--- src/rtl/pipe_shift_unit.sv ---
// Pipelined valid/ready shift/rotate unit (SLL, SRL, SRA, ROR) carrying a destination tag.
// Define SHIFT_FLAGS_EN to add the registered out_zero / out_carry result flags.
module pipe_shift_unit #(
    parameter int WIDTH  = 32,
    parameter int STAGES = 2,
    parameter int TAG_W  = 5
) (
    input  logic                     clk,
    input  logic                     rst,
    input  logic                     flush,
    input  logic                     in_valid,
    output logic                     in_ready,
    input  logic [1:0]               in_op,
    input  logic [$clog2(WIDTH)-1:0] in_amt,
    input  logic [WIDTH-1:0]         in_data,
    input  logic [TAG_W-1:0]         in_tag,
    output logic                     out_valid,
    input  logic                     out_ready,
    output logic [WIDTH-1:0]         out_data,
    output logic [TAG_W-1:0]         out_tag
`ifdef SHIFT_FLAGS_EN
    ,
    output logic                     out_zero,
    output logic                     out_carry
`endif
);

    localparam int L    = $clog2(WIDTH);
    localparam int LPS  = (L + STAGES - 1) / STAGES;
    localparam int MS   = (STAGES > 1) ? STAGES - 1 : 1;
    localparam int LAST = STAGES - 1;

    localparam logic [1:0] OP_SLL = 2'd0;
    localparam logic [1:0] OP_SRL = 2'd1;
    localparam logic [1:0] OP_SRA = 2'd2;

    // Handshake: a transfer happens on an edge where valid and ready are both high;
    // in_ready never depends on in_valid, and out_valid/out_data hold until out_ready.

    logic [STAGES-1:0] v_q;
    logic [WIDTH-1:0]  d_q   [STAGES];
    logic [TAG_W-1:0]  t_q   [STAGES];
    logic [1:0]        op_q  [MS];
    logic [L-1:0]      amt_q [MS];

    logic [STAGES-1:0] load;
    logic [STAGES-1:0] s_v;
    logic [WIDTH-1:0]  s_d   [STAGES];
    logic [WIDTH-1:0]  s_res [STAGES];
    logic [1:0]        s_op  [STAGES];
    logic [L-1:0]      s_amt [STAGES];
    logic [TAG_W-1:0]  s_t   [STAGES];

    // Applies the levels lo..hi-1 owned by one stage; level k shifts by 2^k.
    function automatic logic [WIDTH-1:0] shift_levels(input logic [WIDTH-1:0] d,
                                                      input logic [1:0] op,
                                                      input logic [L-1:0] amt,
                                                      input int lo, input int hi);
        logic [WIDTH-1:0] r;
        r = d;
        for (int k = 0; k < L; k++) begin
            if (k >= lo && k < hi && amt[k]) begin
                case (op)
                    OP_SLL:  r = r << (1 << k);
                    OP_SRL:  r = r >> (1 << k);
                    OP_SRA:  r = $signed(r) >>> (1 << k);
                    default: r = (r >> (1 << k)) | (r << (WIDTH - (1 << k)));
                endcase
            end
        end
        return r;
    endfunction

    always_comb begin
        load       = '0;
        load[LAST] = out_ready || !v_q[LAST];
        for (int i = LAST - 1; i >= 0; i--) begin
            load[i] = !v_q[i] || load[i+1];
        end
    end

    assign in_ready = load[0] && !flush && !rst;

    always_comb begin
        s_v      = '0;
        s_v[0]   = in_valid && in_ready;
        s_d[0]   = in_data;
        s_op[0]  = in_op;
        s_amt[0] = in_amt;
        s_t[0]   = in_tag;
        for (int i = 1; i < STAGES; i++) begin
            s_v[i]   = v_q[i-1];
            s_d[i]   = d_q[i-1];
            s_op[i]  = op_q[i-1];
            s_amt[i] = amt_q[i-1];
            s_t[i]   = t_q[i-1];
        end
    end

    for (genvar g = 0; g < STAGES; g++) begin : g_stage
        localparam int LO = g * LPS;
        localparam int HI = ((g + 1) * LPS > L) ? L : (g + 1) * LPS;
        assign s_res[g] = shift_levels(s_d[g], s_op[g], s_amt[g], LO, HI);
    end

    // Data registers only capture real ops, so bubbles never disturb held contents.
    always_ff @(posedge clk) begin
        if (rst) begin
            v_q <= '0;
            for (int i = 0; i < STAGES; i++) begin
                d_q[i] <= '0;
                t_q[i] <= '0;
            end
            for (int i = 0; i < MS; i++) begin
                op_q[i]  <= '0;
                amt_q[i] <= '0;
            end
        end else begin
            for (int i = 0; i < STAGES; i++) begin
                if (flush) begin
                    v_q[i] <= 1'b0;
                end else if (load[i]) begin
                    v_q[i] <= s_v[i];
                end
                if (load[i] && s_v[i]) begin
                    d_q[i] <= s_res[i];
                    t_q[i] <= s_t[i];
                end
            end
            for (int i = 0; i < STAGES - 1; i++) begin
                if (load[i] && s_v[i]) begin
                    op_q[i]  <= s_op[i];
                    amt_q[i] <= s_amt[i];
                end
            end
        end
    end

    assign out_valid = v_q[LAST];
    assign out_data  = d_q[LAST];
    assign out_tag   = t_q[LAST];

`ifdef SHIFT_FLAGS_EN
    localparam logic [L-1:0] ONE = 1;

    logic [STAGES-1:0] c_q;
    logic [STAGES-1:0] s_c;
    logic              z_q;
    logic [L-1:0]      sll_idx;
    logic [L-1:0]      srl_idx;
    logic              in_carry;

    // For ROR the bit landing in the MSB is in_data[amt-1], same as the right shifts.
    always_comb begin
        sll_idx  = ~in_amt + ONE;
        srl_idx  = in_amt - ONE;
        in_carry = 1'b0;
        if (in_amt != '0) begin
            in_carry = (in_op == OP_SLL) ? in_data[sll_idx] : in_data[srl_idx];
        end
        s_c    = '0;
        s_c[0] = in_carry;
        for (int i = 1; i < STAGES; i++) begin
            s_c[i] = c_q[i-1];
        end
    end

    always_ff @(posedge clk) begin
        if (rst) begin
            c_q <= '0;
            z_q <= 1'b0;
        end else begin
            for (int i = 0; i < STAGES; i++) begin
                if (load[i] && s_v[i]) begin
                    c_q[i] <= s_c[i];
                end
            end
            if (load[LAST] && s_v[LAST]) begin
                z_q <= (s_res[LAST] == '0);
            end
        end
    end

    assign out_zero  = z_q;
    assign out_carry = c_q[LAST];
`endif

endmodule
--- config.mk ---
export PLATFORM = sky130hd
export DESIGN_NAME = pipe_shift_unit
export DESIGN_NICKNAME = d
export VERILOG_FILES = /design/src/rtl/pipe_shift_unit.sv
export SDC_FILE = /design/constraint.sdc
export NUM_CORES = 1
export LEC_CHECK = 0
export CAP_MARGIN = 20
export CORE_UTILIZATION = 55
export CTS_CLUSTER_DIAMETER = 40
export DETAILED_ROUTE_END_ITERATION = 8
export PLACE_DENSITY = 0.79
export SLEW_MARGIN = 15
export SYNTH_ARGS = -nofsm -noshare
export SYNTH_HDL_FRONTEND = slang
export SYNTH_SLANG_ARGS = --single-unit
--- constraint.sdc ---
create_clock -name clk -period 4.17 [get_ports clk]
set_clock_uncertainty 0.15 [all_clocks]
set_input_delay 0.834 -clock clk [delete_from_list [all_inputs] [get_ports clk]]
set_output_delay 0.834 -clock clk [all_outputs]
set_load 0.02 [all_outputs]
==> insert_results.sql, run 1 <==
INSERT INTO impl_metrics (metric_group, metric, value, unit) VALUES
('critical_path', 'critical_path_peak_fanout', '6', ''),
('run_status', 'outcome', 'finished clean', ''),
('clock_tree', 'ctsHtreeMaxLevel', '3', ''),
('power', 'max-vdd-ir-drop', '0.221', 'mV'),
('critical_path', 'timing.critical_path.cells', 'clkdlybuf4s50_1, nor2b_1, a211oi_1, clkdlybuf4s50_1', ''),
('timing', 'finalSetupViolations', '0', ''),
('critical_path', 'worstRegToRegCells', '5', ''),
('yosys', 'syn_avg_cell_area', '8.30', 'sq um'),
('finish', 'commonest_non_fill_non_tap_cells_in_the_layout', 'nor2_1 (108), nand2_1 (92), clkdlybuf4s50_1 (85)', ''),
('clock_tree', 'cts_tree', 'built', ''),
('timing', 'clock.fmax', '273', 'MHz'),
('route', 'totalWireLength', '24400', 'um'),
('critical_path', 'critical_path_arrival', '2.68', 'ns'),
('clock_tree', 'clockRootBuffer', 'clkbuf_16', ''),
('clock_tree', 'clockBufferDepth', '2', ''),
('clock_tree', 'clock_latency', '0.35', 'ns'),
('job', 'max_cap_viol_count', '0', ''),
('power', 'static-leakage-power', '2.92', 'nW'),
('yosys', 'synth-edff-count', '78', ''),
('min_path', 'worst_hold_check_path_type', 'reg -> reg', ''),
('floorplanning', 'rows', '41', ''),
('route', 'antenna_violating_nets_post_route', '0', ''),
('route', 'dr_total_vias', '7408', ''),
('finish', 'finish.utilization', '0.655', ''),
('yosys', 'synth_seq_area_share', '0.329', ''),
('finish', 'final_layout_size_suffix_gt1_frac', '0.111', ''),
('floorplanning', 'die-height', '117', 'um'),
('clock_tree', 'post-cts-setup-buffers', '0', ''),
('finish', 'fillerInstances', '1116', ''),
('yosys', 'syn-instance-count', '872', ''),
('grt', 'grt_start_max_net_pins', '83', ''),
('finish', 'num-nets-final', '933', ''),
('floorplanning', 'initial_core_util', '0.569', ''),
('timing', 'timing_worst_slew_pin_value', '0.957', 'ns'),
('clock_tree', 'clk_pin_slew_worst_paths', '0.07', 'ns'),
('min_path', 'worst_hold_startpoint', 't_q[0][3]$_SDFFCE_PN0P_', ''),
('yosys', 'synth.cell_area', '0.00724', 'sq mm'),
('power', 'power_total', '2.64', 'mW'),
('route', 'wire_per_inst', '23.0', 'um'),
('critical_path', 'critical-path-slowest-cell', 'clkdlybuf4s50_1', ''),
('timing', 'setup_repair_after_global_routing_missed_its_margin', 'false', ''),
('clock_tree', 'cts-resized-gates', '0', ''),
('timing', 'share_of_the_clock_period_used_by_the_worst_path_after_layout', '0.880', ''),
('finish', 'most_common_cell_after_layout_fill_and_taps_aside', 'nor2_1', ''),
('critical_path', 'crit_type', 'in -> out', ''),
('route', 'drt_iter0_drc', '1411', ''),
('route', 'drc', '0', ''),
('critical_path', 'minimum_setup_slack_among_reg_to_reg_paths', '1.54', 'ns'),
('yosys', 'async_reset_ff_frac', '0', ''),
('floorplanning', 'chipWidth', '117', 'um'),
('floorplanning', 'number_of_placed_i_o_pins', '88', ''),
('grt', 'global_route_wire_length_before_repair', '37800', 'um'),
('place', 'place_congestion', '0.933', ''),
('min_path', 'cell_depth_of_the_worst_hold_path', '1', ''),
('critical_path', 'critical_path_end_type', 'output pin', ''),
('timing', 'period_minus_ws_final', '3.67', 'ns'),
('place', 'post-place-cells', '1043', ''),
('finish', 'antenna_cells', '0', ''),
('yosys', 'yosys_most_used_dff', 'edfxtp_1', ''),
('min_path', 'timing.hold.worst_endpoint', 't_q[0][8]$_SDFFCE_PN0P_', ''),
('critical_path', 'timing.critical_path.mode_cell', 'clkdlybuf4s50_1', ''),
('grt', 'grt.total_usage', '0.371', ''),
('finish', 'area_overhead_of_the_layout_relative_to_synthesis', '15.1', '%'),
('grt', 'first_global_vias', '6699', ''),
('critical_path', 'critical-path-max-stage-delay', '0.75', 'ns'),
('floorplanning', 'core_area', '0.0127', 'sq mm'),
('timing', 'setup_total_negative_slack', '0', 'ns'),
('place', 'buffer_ports.inserted', '87', ''),
('yosys', 'synthesis.nets', '921', ''),
('clock_tree', 'numCtsBuffers', '9', ''),
('place', 'dp_hpwl', '17200', 'um');
routing by layer:
layer,part of all wire,global-route usage,vias to the layer above
met5,0,0,-
met4,0.051,0.174,0
met3,0.10,0.0716,103
met2,0.47,0.606,575
met1,0.37,0.476,3439
li1,-,-,3291
worst max-delay path: cells and delay by family:
kind	cells	cell delay, ns
buffers and inverters	2	1.21
AO/OA/AOI/OAI	1	0.57
AND/OR/NAND/NOR	1	0.07
registers in the layout, summed over array words and instances, names as in the netlist:
signal,cells
d_q,64
t_q,10
amt_q,2
v_q,2
op_q,2
cell families after synthesis:
| family | after synthesis | synth area share |
|---|---|---|
| muxes | 32 | 0.0755 |
| buffers and inverters | 126 | 0.0888 |
| DFF | 80 | 0.329 |
| and+or+nand+nor | 340 | 0.232 |
| AOI/OAI and AO/OA | 293 | 0.274 |
| xor gates and xnor gates | 1 | 0.00121 |
synth_stat cells (7+ instances only):
cell type  number  area (sq um)
o21ai_0        55           275
nor3_1         10          50.1
mux2i_1        10           100
nor2b_1        14          87.6
a31oi_1        36           225
o21a_1         11          82.6
nand2b_1       11          68.8
a21oi_1        63           315
mux4_2         15           338
inv_1          12          45.0
nand3_1        21           105
a211oi_1       23           173
o22ai_1         7          43.8
nand2_1        92           345
o211ai_1       11          82.6
edfxtp_1       78          2340
and3_1          9          56.3
a311oi_1       26           228
buf_4          36           270
nor2_1        108           405
or3b_2         12           105
clkbuf_1       48           180
or3b_1          7          61.3
a31o_2          7          61.3
buf_2          15          75.1
and2_1         28           175
buf_1          12          45.0
metrics by stage:
stage	setup slack, ns	instance area (sq um)
floorplan	0.942	7240
global placement	0.635	7970
detailed placement	0.562	7970
CTS	0.521	8310
global route	0.429	8340
finish	0.502	8340
cell type report:
| class | count | area, sq um | share of cell area |
|---|---|---|---|
| inverters | 12 | 45.0 | 0.00540 |
| flip-flops and latches | 80 | 2380 | 0.286 |
| repair buffers | 115 | 1130 | 0.136 |
| multi-input cells | 666 | 4230 | 0.507 |
| clock buffers | 9 | 225 | 0.0270 |
| well taps | 172 | 215 | 0.0258 |
| clock inverters | 7 | 111 | 0.0134 |
worst max-delay path by stage:
stage | from | to | slack (ns) | depth (start not counted)
2_1_floorplan | out_ready | amt_q[0][3]$_SDFFCE_PN0P_ | 0.94 | 3
3_3_place_gp | out_ready | in_ready | 0.64 | 4
3_5_place_dp | out_ready | in_ready | 0.56 | 4
4_1_cts | out_ready | in_ready | 0.52 | 4
5_1_grt | out_ready | in_ready | 0.43 | 4
6_report | out_ready | in_ready | 0.50 | 4
power by group:
part / internal, mW / switching, mW
sequential: 0.945 / 0.0456
clock: 0.537 / 0.363
combinational: 0.295 / 0.453
Note: power is estimated with default switching activity, not from simulation.
==> run 2, diff against run 1 <==
--- a/config.mk
+++ b/config.mk
@@ -7,8 +7,9 @@
 export LEC_CHECK = 0
 export CAP_MARGIN = 20
 export CORE_UTILIZATION = 55
-export CTS_CLUSTER_DIAMETER = 40
+export CTS_CLUSTER_DIAMETER = 200
 export DETAILED_ROUTE_END_ITERATION = 8
+export HOLD_SLACK_MARGIN = 0.06
 export PLACE_DENSITY = 0.79
 export SLEW_MARGIN = 15
 export SYNTH_ARGS = -nofsm -noshare
==> results of run 2 <==
No change in the layout: final DEF, timing and power equal those of run 1.
